--- src/rtl/cpu_ctrl_pkg.sv ---
// rtl/cpu_ctrl_pkg.sv - shared state encoding and defaults for the instruction-cycle controller
package cpu_ctrl_pkg;

   localparam int CNT_W_DEF = 3;
   localparam int TMO_DEF   = 15;
   localparam int WAIT_W    = 8;

   typedef enum logic [2:0] {
      ST_IDLE   = 3'd0,
      ST_FETCH  = 3'd1,
      ST_DECODE = 3'd2,
      ST_EXEC   = 3'd3,
      ST_INTR   = 3'd4,
      ST_HALT   = 3'd5,
      ST_FAULT  = 3'd6
   } state_t;

endpackage

--- src/rtl/cycle_down_counter.sv ---
// rtl/cycle_down_counter.sv - loadable down-counter with zero flag
// Ports:
//   i_clk      clock
//   i_rst_n    asynchronous active-low reset
//   i_load     load i_load_val (takes priority over i_dec)
//   i_load_val value to load
//   i_dec      decrement, holds at zero
//   o_zero     count is zero
module cycle_down_counter #(
   parameter int W = 3
) (
   input  logic         i_clk,
   input  logic         i_rst_n,
   input  logic         i_load,
   input  logic [W-1:0] i_load_val,
   input  logic         i_dec,
   output logic         o_zero
);

   logic [W-1:0] r_count;

   always_ff @(posedge i_clk or negedge i_rst_n) begin
      if (!i_rst_n) begin
         r_count <= '0;
      end else if (i_load) begin
         r_count <= i_load_val;
      end else if (i_dec && (r_count != '0)) begin
         r_count <= r_count - W'(1);
      end
   end

   assign o_zero = (r_count == '0);

endmodule

--- src/rtl/instr_cycle_ctrl.sv ---
// rtl/instr_cycle_ctrl.sv - fetch/decode/execute/interrupt sequencer for the single-issue core
// Ports:
//   clk, clr        clock, asynchronous active-low reset
//   run             keep issuing instructions
//   mem_req/mem_ack instruction fetch handshake
//   ir_load, pc_inc one-cycle pulses in DECODE
//   ex_len,halt_ins decoder results, sampled in DECODE
//   irq/irq_ack     level interrupt request and acknowledge pulse
//   ph_*, halted, fault  one-hot phase indicators (all 0 in IDLE)
module instr_cycle_ctrl
   import cpu_ctrl_pkg::*;
#(
   parameter int CNT_W = CNT_W_DEF,
   parameter int TMO   = TMO_DEF
) (
   input  logic             clk,
   input  logic             clr,
   input  logic             run,
   output logic             mem_req,
   input  logic             mem_ack,
   output logic             ir_load,
   output logic             pc_inc,
   input  logic [CNT_W-1:0] ex_len,
   input  logic             halt_ins,
   input  logic             irq,
   output logic             irq_ack,
   output logic             ph_fetch,
   output logic             ph_decode,
   output logic             ph_exec,
   output logic             ph_int,
   output logic             halted,
   output logic             fault
);

   localparam logic [WAIT_W-1:0] TMO_LAST = WAIT_W'(TMO - 1);

   state_t            r_state;
   state_t            w_next;
   logic [WAIT_W-1:0] r_wait;
   logic              w_wait_last;
   logic              w_exec_last;
   logic [CNT_W-1:0]  w_ex_load_val;

   // Counter holds remaining cycles minus one, so zero marks the last EXEC
   // cycle; ex_len of 0 behaves as 1.
   assign w_ex_load_val = (ex_len == '0) ? '0 : ex_len - CNT_W'(1);

   cycle_down_counter #(.W(CNT_W)) u_exec_cnt (
      .i_clk      (clk),
      .i_rst_n    (clr),
      .i_load     (r_state == ST_DECODE),
      .i_load_val (w_ex_load_val),
      .i_dec      (r_state == ST_EXEC),
      .o_zero     (w_exec_last)
   );

   // Fetch-wait counter: counts FETCH edges without ack, cleared otherwise.
   always_ff @(posedge clk or negedge clr) begin
      if (!clr) begin
         r_wait <= '0;
      end else if ((r_state == ST_FETCH) && !mem_ack) begin
         r_wait <= r_wait + WAIT_W'(1);
      end else begin
         r_wait <= '0;
      end
   end

   assign w_wait_last = (r_wait == TMO_LAST);

   always_ff @(posedge clk or negedge clr) begin
      if (!clr) begin
         r_state <= ST_IDLE;
      end else begin
         r_state <= w_next;
      end
   end

   always_comb begin
      w_next    = r_state;
      mem_req   = 1'b0;
      ir_load   = 1'b0;
      pc_inc    = 1'b0;
      irq_ack   = 1'b0;
      ph_fetch  = 1'b0;
      ph_decode = 1'b0;
      ph_exec   = 1'b0;
      ph_int    = 1'b0;
      halted    = 1'b0;
      fault     = 1'b0;
      case (r_state)
         ST_IDLE: begin
            if (run) w_next = ST_FETCH;
         end
         ST_FETCH: begin
            mem_req  = 1'b1;
            ph_fetch = 1'b1;
            // ack wins over a timeout on the same edge
            if (mem_ack)          w_next = ST_DECODE;
            else if (w_wait_last) w_next = ST_FAULT;
         end
         ST_DECODE: begin
            ir_load   = 1'b1;
            pc_inc    = 1'b1;
            ph_decode = 1'b1;
            w_next    = halt_ins ? ST_HALT : ST_EXEC;
         end
         ST_EXEC: begin
            ph_exec = 1'b1;
            if (w_exec_last) begin
               if (irq)       w_next = ST_INTR;
               else if (!run) w_next = ST_IDLE;
               else           w_next = ST_FETCH;
            end
         end
         ST_INTR: begin
            ph_int  = 1'b1;
            irq_ack = 1'b1;
            w_next  = ST_FETCH;
         end
         ST_HALT: begin
            halted = 1'b1;
            if (irq) w_next = ST_INTR;
         end
         ST_FAULT: begin
            fault = 1'b1;
         end
         default: begin
            w_next = ST_IDLE;
         end
      endcase
   end

endmodule

--- config.mk ---
export PLATFORM = sky130hd
export DESIGN_NAME = instr_cycle_ctrl
export DESIGN_NICKNAME = d
export VERILOG_FILES = /design/src/rtl/cpu_ctrl_pkg.sv /design/src/rtl/cycle_down_counter.sv /design/src/rtl/instr_cycle_ctrl.sv
export SDC_FILE = /design/constraint.sdc
export NUM_CORES = 1
export LEC_CHECK = 0
export ABC_AREA = 1
export CORE_UTILIZATION = 54
export CTS_CLUSTER_SIZE = 30
export DETAILED_ROUTE_END_ITERATION = 8
export PLACE_DENSITY = 0.95
export SLEW_MARGIN = 15
export SYNTH_ARGS = -nofsm -noshare
export SYNTH_HDL_FRONTEND = slang
export SYNTH_SLANG_ARGS = --single-unit
--- constraint.sdc ---
create_clock -name clk -period 2.5 [get_ports clk]
set_input_delay 0.375 -clock clk [delete_from_list [all_inputs] [get_ports clk]]
set_output_delay 0.375 -clock clk [all_outputs]
set_load 0.03 [all_outputs]
; ---- Word level (Yosys, flattened, before mapping)
; Index checks and enable logic that the tools add are counted.
[totals]
mem_bits_rw = 0
in_bits = 9
rom_bits = 0
regBits = 14
latch_bits = 0
mem_count = 0
elab_cells = 46
out_inout_bits = 10
[op_classes]
div = 0
n_mul = 0
n_eq_ne = 11
n_lt_le_gt_ge = 0
n_shift = 0
mux = 19
n_reduce_logical = 9
bitwise = 1
add_sub_neg = 3
[op_table]
columns = cell, count
row1 = $mux 3, 10
row2 = $pmux 3 s7, 1
row3 = $eq 3x3->1 const B, 3
row4 = $logic_not 3->1, 3
row5 = $add 8x1->8 const B, 1
row6 = $eq 8x4->1 const B, 1
row7 = $mux 8, 1
row8 = $mux 1, 7
row9 = $eq 3x2->1 const B, 2
row10 = $ne 2x2->1 const B, 3
row11 = $sub 3x1->3 const B, 2
row12 = $reduce_and 5->1, 1
row13 = $eq 3x1->1 const B, 1
row14 = $ne 3x3->1 const B, 1
row15 = $reduce_bool 3->1, 1
row16 = $logic_and 1x1->1, 2
row17 = $reduce_bool 2->1, 1
row18 = $logic_not 1->1, 1
row19 = $not 1->1, 1

; ---- Logic depth before layout (Yosys ltp)
; Gate-level depths: netlist (run 1).
[logic_depth]
ltp_word = 4
ltp_mapped = 9
depth_no_buf = 9

; ---- Modules after synthesis
; A second synthesis (run 1) with hierarchy kept.
[unflattened]
hier_cells = 140
area_unflattened_um2 = 968.4
[modules_own_cells]
columns = module, instances, area_each_um2, seq_area_each_um2, cells_each
row1 = instr_cycle_ctrl, 1, 775.7, 275.3, 113
row2 = cycle_down_counter, 1, 192.7, 75.1, 27

; ---- Least setup slack after synthesis (run 1)
; No wires, ideal clock.
[synth_path]
path_type = reg-to-output
start = register r_state[2]
end = output ph_int
stages_incl_launch_ff = 4
t_arrival_ps = 1542
slack_ps = 583
path_cell_list = dfrtp_1 > inv_4 > nor3_1 > buf_4
[synth_via]
elab_chain_cells = 2
[synth_lines]
columns = element, line
row1 = from (decl), instr_cycle_ctrl.sv:37  ; state_t r_state;
row2 = from (signal assigned), instr_cycle_ctrl.sv:74  ; r_state <= w_next;
row3 = $eq 3x3->1, -
row4 = $mux 1, -
row5 = to (decl), instr_cycle_ctrl.sv:30  ; output logic ph_int,
; Every way passes these cells.

; ---- Final worst setup path (run 1)
[layout_path]
start = register r_state[0]
end = output ph_decode
[layout_via]
elab_chain_cells = 2
[layout_lines]
columns = element, line
row1 = $eq 3x2->1, instr_cycle_ctrl.sv:90  ; case (r_state)
row2 = $mux 1, instr_cycle_ctrl.sv:90
row3 = to (decl), instr_cycle_ctrl.sv:28  ; output logic ph_decode,
; Every way passes these cells.

==> results of run 1 <==
-- final cells by class --
type | count | area [um2] | area share (%)
multi-input combinational | 92 | 498.0 | 42.30
sequential | 14 | 350.3 | 29.76
timing repair buffer | 18 | 180.2 | 15.30
inverter | 25 | 96.34 | 8.183
tap | 24 | 30.03 | 2.550
clock buffer | 3 | 22.52 | 1.913
-- flip-flops by register name, indices dropped and copies added, names as in the netlist --
| signal | cells |
|---|---|
| r_wait | 8 |
| r_state | 3 |
| u_exec_cnt.r_count | 3 |
-- where the power goes --
part           switching [mW]  total, mW  leakage [nW]  internal (mW)
combinational           0.422      0.682         0.381          0.260
clock                  0.0615      0.117        0.0138         0.0558
sequential             0.0647      0.346         0.186          0.281
total                   0.548       1.14         0.581          0.597
-- worst max-delay path by stage --
stage	startpoint	to	slack (ns)
after floorplan	r_state[2]$_DFFE_PN0P_	ph_int	0.58
after global placement	r_state[0]$_DFFE_PN0P_	ir_load	0.61
after detailed placement	r_state[0]$_DFFE_PN0P_	ph_decode	0.55
after CTS	r_state[0]$_DFFE_PN0P_	ph_decode	0.25
after global routing	r_state[0]$_DFFE_PN0P_	ph_decode	0.14
final	r_state[0]$_DFFE_PN0P_	ph_decode	0.25
-- worst max-delay path, stage by stage, from the launching register on --
cell,delay [ns]
dfrtp_1,0.46
inv_1,0.17
nand3_4,0.12
inv_1,0.15
clkdlybuf4s50_1,0.69
-- layer usage --
| metal | global-route usage [%] | share of wire (%) | vias up |
|---|---|---|---|
| met3 | 6.122 | 2.4 | 4 |
| met1 | 23.44 | 45 | 411 |
| met4 | 9.091 | 1.5 | 0 |
| met5 | 0 | 0 | - |
| met2 | 36.76 | 51 | 14 |
| li1 | - | - | 454 |
-- cell families after synthesis --
logic type,after synthesis
simple gates,68
buf+inv,29
compound gates,17
flops,14
fa+ha+maj,6
xor+xnor,1
-- metrics by stage --
| stage | instance area, um2 | cells |
|---|---|---|
| 2_1_floorplan | 974.7 | 135 |
| 6_report | 1177 | 176 |
| 3_3_place_gp | 1155 | 173 |
| 4_1_cts | 1177 | 176 |
| 5_1_grt | 1177 | 176 |
| 3_5_place_dp | 1155 | 173 |
-- cells in the final DEF (no fill, tap or decap) --
cell type and n:
inv_4 1, nor3_2 1, xnor2_1 1, clkdlybuf4s50_1 18
nor2_1 16, dfrtp_1 14, inv_1 23, nand2_2 4
nand2_1 28, o21ai_0 10, o22ai_1 1, ha_1 6
nand4_1 1, a21oi_1 4, clkbuf_4 3, nor2_2 2
nor2_4 1, nand3_4 1, nor3_1 4, nand3_2 2
nand3_1 8, inv_2 1, o21ai_1 2
==> metrics.md, run 1 <==
| Metric | Value |
|---|---|
| Largest net degree at the start of global routing | `15` |
| Post-Synth Simple-Gate Area | `33.63%` |
| Peak VDD IR | `559.4 uV` |
| Tot GR Track Use | `20.96%` |
| Clock root buffer master | `clkbuf_4` |
| Worst Path Required | `2.12 ns` |
| Drt total wl | `1.784 mm` |
| Setup TNS | `0 ns` |
| Yosys top cell area share | `35.94%` |
| Die Ht | `44.49 um` |
| Die Width | `44.49 um` |
| DR pass1 iterations | `4` |
| Post-synth top area cell | `dfrtp_1` |
| Post-Synthesis Cells | `135` |
| Final Power | `1.145 mW` |
| Top post-synthesis cells by count | `nand2_1 (28), inv_1 (23), nor2_1 (16)` |
| Mapped Area | `974.7 um2` |
| Drt wl/cell | `10.14 um` |
| Fillers | `117` |
| Largest family of logic cells by synthesized area | `simple AND/OR/NAND/NOR gates` |
| Final Hold Viols | `0` |
| Post-layout minimum cycle time | `2.247 ns` |
| Worst r2r path cells | `8` |
| Post-CTS sizing | `0` |
| Crit path launch type | `flip-flop` |
| CP arrival | `1.87 ns` |
| Adder-cell area share of the yosys netlist | `7.702%` |
| RSZ-0062 raised after global routing | `no` |
| Setup CP Type | `reg -> out` |
| Syn_area_per_cell | `7.220 um2` |
| Status | `completed` |
| Gr ovfl total | `0` |
| Clk sinks | `14` |
| # IOs | `19` |
| Diode count | `0` |
| Fin crit share | `89.89%` |
| Nets | `169` |
| R2R setup slack | `1.10 ns` |
| HP Class | `in -> async` |
| Inserted Clock Buffers | `3` |
| Final WS setup | `0.2527 ns` |
| Clock Latency Late Sink | `0.27 ns` |
| Vias | `883` |
| Leakage | `0.5807 nW` |
| Antenna violations before repair | `0` |
| Most numerous cell in the Yosys netlist | `nand2_1` |
| Yosys Warn Count | `0` |
| # hold bufs at CTS | `0` |
| Crit Path Max Fanout | `7` |
| Dpl hpwl | `1.478 mm` |
| Clock Skews | `0.004654 ns` |
| Max Slew Vio Count | `0` |
| R2R Path End | `r_state[2]$_DFFE_PN0P_` |
| Post-synth EDFFs | `0` |
| Crit Reg-Reg Startpoint | `u_exec_cnt.r_count[0]$_DFFE_PN0P_` |
| DIE AREA | `1979 um2` |
| RePlAce Congestion | `0.9451` |
| Hold slack | `0.4663 ns` |
| Xor and xnor area share after synthesis | `0.8986%` |
| CTS tree | `yes` |
| CP endpoint kind | `primary output` |
| Fraction of registers with async set/reset | `100.0%` |
| Core Area | `1594 um2` |
| First-pass GRT wire length | `2.994 mm` |
| Port Buffers | `18` |
| Area Growth Syn to Fin | `20.80%` |
| Main synth FF type | `dfrtp_1` |
| Max Clk Rate | `445.0 MHz` |
| H-Tree Depth | `1` |
| Remaining DRCs | `0` |
| Layout cell share with drive strength beyond 1 | `10.53%` |
| Routed vias/inst | `5.017` |
| Worst-path clk slew | `0.07 ns` |
| Compound-cell area share of the yosys netlist | `8.858%` |
| Post-Syn Nets | `150` |
| Post-place setup slack | `0.5529 ns` |
| Seq/Total Area, Yosys | `35.94%` |
| Power Dens Cells | `972.3 nW/um2` |
| Synth cell types | `22` |
| Vias in the first global route | `808` |
| Setup Buffers After CTS | `0` |
| Proportion of synthesized area in mux cells | `0%` |
| ANT nets after route | `0` |
| Worst Max-Slew Pin Slew | `0.5752 ns` |
| Slew Limit Headroom | `61.53%` |
| FF+latch count, synth | `14` |
| Final setup viols | `0` |
| Core Util, Final | `73.86%` |
| Longest Clk Path Bufs | `2` |
| Max-cap violation count | `0` |
| 1st-iter DRT viols | `23` |
| Num rows | `14` |
| Starting density of the core | `61.15%` |
| Synth top area cells | `dfrtp_1 (36%), nand2_1 (11%), inv_1 (8.9%)` |
Note: power is estimated with default switching activity, not from simulation.
==> run 2: changes to the inputs <==
--- a/config.mk
+++ b/config.mk
@@ -6,10 +6,10 @@
 export NUM_CORES = 1
 export LEC_CHECK = 0
 export ABC_AREA = 1
-export CORE_UTILIZATION = 54
+export CORE_UTILIZATION = 42
 export CTS_CLUSTER_SIZE = 30
 export DETAILED_ROUTE_END_ITERATION = 8
-export PLACE_DENSITY = 0.95
+export PLACE_DENSITY = 0.79
 export SLEW_MARGIN = 15
 export SYNTH_ARGS = -nofsm -noshare
 export SYNTH_HDL_FRONTEND = slang
==> run 2 against run 1 <==
Against the previous run:
- clock-buffer cell count increased by 1
- sequential power about the same
- clock power grew 35%
- die area up 27%
- register-to-register slack lost 0.04 ns
- critical path type unchanged
==> metrics.md, run 2 (synthesis results as in run 1) <==
| Metric | Value |
|---|---|
| Hold slack | `0.4650 ns` |
| Max-cap violation count | `0` |
| Setup TNS | `0 ns` |
| Power Dens Cells | `988.3 nW/um2` |
| Most frequent cells in the layout | `nand2_1 (28), inv_1 (23), clkdlybuf4s50_1 (18)` |
| HP Class | `in -> async` |
| Worst Path Required | `2.12 ns` |
| Clock root buffer master | `clkbuf_4` |
| Final setup viols | `0` |
| DR pass1 iterations | `4` |
| Starting density of the core | `44.49%` |
| Gr ovfl total | `0` |
| Peak VDD IR | `521.2 uV` |
| Post-place setup slack | `0.5718 ns` |
| Crit Reg-Reg Startpoint | `u_exec_cnt.r_count[0]$_DFFE_PN0P_` |
| Max Clk Rate | `448.0 MHz` |
| Leakage | `0.5878 nW` |
| Longest Clk Path Bufs | `2` |
| Post-CTS sizing | `0` |
| Core Util, Final | `54.60%` |
| RePlAce Congestion | `0.8887` |
| CTS tree | `yes` |
| Tot GR Track Use | `15.95%` |
| Final non-filler cell area | `1196 um2` |
| # IOs | `19` |
| Fin crit share | `89.28%` |
| First-pass GRT wire length | `3.153 mm` |
| Antenna violations before repair | `0` |
| Layout cell share with drive strength beyond 1 | `11.11%` |
| Setup Buffers After CTS | `0` |
| Dpl cells | `177` |
| Top Registers | `r_wait: 8 flops, r_state: 3 flops, u_exec_cnt.r_count: 3 flops` |
| Commonest non-fill, non-tap cell in the layout | `nand2_1` |
| Clk sinks | `14` |
| Drt total wl | `1.824 mm` |
| Largest net degree at the start of global routing | `15` |
| Nets | `169` |
| # hold bufs at CTS | `0` |
| Vias in the first global route | `813` |
| Slew Limit Headroom | `60.68%` |
| Max FFs per register | `8` |
| Die Width | `50.18 um` |
| Area Growth Syn to Fin | `22.72%` |
| ANT nets after route | `0` |
| Drt wl/cell | `10.08 um` |
| Crit path launch type | `flip-flop` |
| H-Tree Depth | `1` |
| Fillers | `194` |
| DIE AREA | `2518 um2` |
| Final Power | `1.182 mW` |
| CP arrival | `1.86 ns` |
| Post-layout minimum cycle time | `2.232 ns` |
| 1st-iter DRT viols | `34` |
| Vias | `883` |
| Num rows | `17` |
| Remaining DRCs | `0` |
| Max Slew Vio Count | `0` |
| Worst-path clk slew | `0.08 ns` |
| Clock Latency Late Sink | `0.28 ns` |
| Diode count | `0` |
| Crit Path Max Fanout | `7` |
| Setup CP Type | `reg -> out` |
| Port Buffers | `18` |
| CP endpoint kind | `primary output` |
| Dpl hpwl | `1.471 mm` |
| Inserted Clock Buffers | `3` |
| Status | `completed` |
| Final Hold Viols | `0` |
| Placed inst area | `1160 um2` |
| Worst Max-Slew Pin Slew | `0.5879 ns` |
| Routed vias/inst | `4.878` |
| Final WS setup | `0.2680 ns` |
| Non-Filler Instances | `181` |
| Die Ht | `50.18 um` |
| Largest reg by FF count | `r_wait` |
| CP Launch Point | `r_state[0]$_DFFE_PN0P_` |
| Core Area | `2191 um2` |
| RSZ-0062 raised after global routing | `no` |
| Clock Skews | `0.006168 ns` |
## run 2: critical path, stage by stage (launching register included)
cell,delay [ns]
dfrtp_1,0.46
inv_1,0.16
nand3_4,0.12
inv_1,0.15
clkdlybuf4s50_1,0.69
## run 2: cell type report
class	count	area [um2]	share of cell area (%)
clock buffers	4	36.28	3.033
inverters	25	96.34	8.054
multi-input cells	92	498.0	41.63
flip-flops and latches	14	350.3	29.29
well taps	28	35.03	2.929
repair buffers	18	180.2	15.06
## run 2: power breakdown
part / switching [mW] / internal (mW) / leakage [nW]
Clock: 0.0700 / 0.0885 / 0.0210
Sequential: 0.0652 / 0.281 / 0.186
Combinational: 0.419 / 0.259 / 0.381
## run 2: worst paths after layout
path                                                      to  slack (ns)  cells past startpoint
min reg2reg                u_exec_cnt.r_count[2]$_DFFE_PN0P_        0.49                      2
max                                                ph_decode        0.27                      4
max in group asynchronous                r_wait[2]$_DFF_PN0_        1.65                      1
max reg2reg                           r_state[2]$_DFFE_PN0P_        1.06                      8
min                                      r_wait[7]$_DFF_PN0_        0.46                      1
min in group clk           u_exec_cnt.r_count[2]$_DFFE_PN0P_        0.49                      2
## run 2: metal layers
layer / wire (um) / track usage, %
met1: 799 / 19.12
met5: 0 / 0
met3: 50 / 1.818
met4: 20 / 7.143
met2: 954 / 28.22
==> run 3: changes to the inputs <==
--- a/config.mk
+++ b/config.mk
@@ -9,6 +9,7 @@
 export CORE_UTILIZATION = 42
 export CTS_CLUSTER_SIZE = 30
 export DETAILED_ROUTE_END_ITERATION = 8
+export MAX_ROUTING_LAYER = met4
 export PLACE_DENSITY = 0.79
 export SLEW_MARGIN = 15
 export SYNTH_ARGS = -nofsm -noshare
==> run 3 against run 2 <==
Against the previous run:
- cell area is the same
- final cell count is the same
- combinational power shrank 2%
- sequential share of layout area is the same
- core utilization is the same
- clock-buffer cell count is the same
- via count shrank 1.5%
- global-route usage grew 0.52 points
- critical path depth is the same
- non-clock buffer count is the same
- clock skew shrank 0.0030 ns
- worst hold slack gained 0.0033 ns
- critical path type unchanged
- largest power group unchanged
- highest routed layer unchanged
==> metrics.md, run 3 (synthesis results as in run 1) <==
| Metric | Value |
|---|---|
| Post-layout minimum cycle time | `2.245 ns` |
| Tot GR Track Use | `16.47%` |
| DR pass1 iterations | `5` |
| Status | `completed` |
| Setup Buffers After CTS | `0` |
| Drt total wl | `1.779 mm` |
| Post-place setup slack | `0.5694 ns` |
| Worst Path Required | `2.12 ns` |
| Sequential power share | `29.3%` |
| Nets | `169` |
| CP endpoint kind | `primary output` |
| Max FFs per register | `8` |
| Core Area | `2191 um2` |
| Setup TNS | `0 ns` |
| Die Width | `50.18 um` |
| Worst-path clk slew | `0.09 ns` |
| Routed vias/inst | `4.807` |
| Antenna violations before repair | `0` |
| H-Tree Depth | `1` |
| ANT nets after route | `0` |
| CTS tree | `yes` |
| Port Buffers | `18` |
| Slew Limit Headroom | `59.35%` |
| Max Clk Rate | `445.4 MHz` |
| Setup CP Type | `reg -> out` |
| Drt wl/cell | `9.829 um` |
| Clock Latency Late Sink | `0.28 ns` |
| Most frequent cells in the layout | `nand2_1 (28), inv_1 (23), clkdlybuf4s50_1 (18)` |
| Final WS setup | `0.2548 ns` |
| # IOs | `19` |
| DIE AREA | `2518 um2` |
| Top Registers | `r_wait: 8 flops, r_state: 3 flops, u_exec_cnt.r_count: 3 flops` |
| Layout cell share with drive strength beyond 1 | `11.11%` |
| RePlAce Congestion | `0.9008` |
| Die Ht | `50.18 um` |
| Clk pwr share | `14.0%` |
| Core Util, Final | `54.60%` |
| Clk sinks | `14` |
| Crit Path Max Fanout | `7` |
| Combinational power share | `56.6%` |
| Largest net degree at the start of global routing | `15` |
| Num rows | `17` |
| RSZ-0062 raised after global routing | `no` |
| First-pass GRT wire length | `3.077 mm` |
| Power Dens Cells | `979.4 nW/um2` |
| HP Class | `in -> async` |
| Max-cap violation count | `0` |
| Starting density of the core | `44.49%` |
| Power Internal | `627.4 uW` |
| Fin crit share | `89.81%` |
| Non-Filler Instances | `181` |
| Worst Max-Slew Pin Slew | `0.6079 ns` |
| Crit path launch type | `flip-flop` |
| Commonest non-fill, non-tap cell in the layout | `nand2_1` |
| Final setup viols | `0` |
| Max Slew Vio Count | `0` |
| 1st-iter DRT viols | `20` |
| Dpl cells | `177` |
| Remaining DRCs | `0` |
| Sw Pwr | `544.1 uW` |
| Vias | `870` |
| # hold bufs at CTS | `0` |
| CP arrival | `1.87 ns` |
| Final Hold Viols | `0` |
| Vias in the first global route | `833` |
| Largest reg by FF count | `r_wait` |
| Inserted Clock Buffers | `3` |
| Clock root buffer master | `clkbuf_4` |
| Leakage | `0.5878 nW` |
| Fillers | `205` |
| Post-CTS sizing | `0` |
| Gr ovfl total | `0` |
| Longest Clk Path Bufs | `2` |
| Clock Skews | `0.003167 ns` |
| Switch share | `46.44%` |
| Area Growth Syn to Fin | `22.72%` |
| Diode count | `0` |
| Dpl hpwl | `1.365 mm` |
| Peak VDD IR | `631.4 uV` |
-- run 3: final cells by class --
| cell class | instances | area, um2 | share of cell area, % |
|---|---|---|---|
| repair buffers | 18 | 180.2 | 15.06 |
| well taps | 28 | 35.03 | 2.929 |
| multi-input cells | 92 | 498.0 | 41.63 |
| clock buffers | 4 | 36.28 | 3.033 |
| flip-flops and latches | 14 | 350.3 | 29.29 |
| inverters | 25 | 96.34 | 8.054 |
-- run 3: metal layers --
metal / part of all wire, % / track usage [%]
met1: 44 / 17.24
met2: 50 / 29.11
met3: 3.9 / 3.636
met4: 1.7 / 7.619
met5: 0 / -
-- run 3: path summary, 6_finish.rpt --
| check | from | endpoint | slack, ns | cells after the start |
|---|---|---|---|---|
| hold / removal | clr | r_wait[7]$_DFF_PN0_ | 0.47 | 1 |
| max in group asynchronous | clr | r_state[1]$_DFFE_PN0P_ | 1.64 | 1 |
| min in group clk | r_wait[0]$_DFF_PN0_ | r_wait[0]$_DFF_PN0_ | 0.50 | 1 |
| hold reg to reg | r_wait[0]$_DFF_PN0_ | r_wait[0]$_DFF_PN0_ | 0.50 | 1 |
| setup / recovery | r_state[0]$_DFFE_PN0P_ | ir_load | 0.25 | 4 |
| setup reg to reg | u_exec_cnt.r_count[0]$_DFFE_PN0P_ | r_state[2]$_DFFE_PN0P_ | 1.10 | 8 |
-- run 3: power by group through the flow --
stage | clock, mW | combinational [mW] | sequential (mW)
6_report | 0.164 | 0.664 | 0.344
5_1_grt | 0.181 | 0.742 | 0.352
4_1_cts | 0.168 | 0.671 | 0.345
3_5_place_dp | 0 | 0.667 | 0.349
3_3_place_gp | 0 | 0.670 | 0.344
2_1_floorplan | 0 | 0.515 | 0.336
-- run 3: critical path: stages, from the launching register on --
cell and delay, ns:
dfrtp_1 0.47, inv_1 0.16, nand3_4 0.12, inv_1 0.15
clkdlybuf4s50_1 0.69
-- run 3: stage by stage --
stage / hold slack (ns) / power, mW / cell area (um2)
2_1_floorplan: 0.07941 / 0.8513 / 974.7
3_3_place_gp: 0.4660 / 1.015 / 1160
3_5_place_dp: 0.4854 / 1.016 / 1160
4_1_cts: 0.4899 / 1.184 / 1196
5_1_grt: 0.5147 / 1.275 / 1196
6_report: 0.4683 / 1.172 / 1196
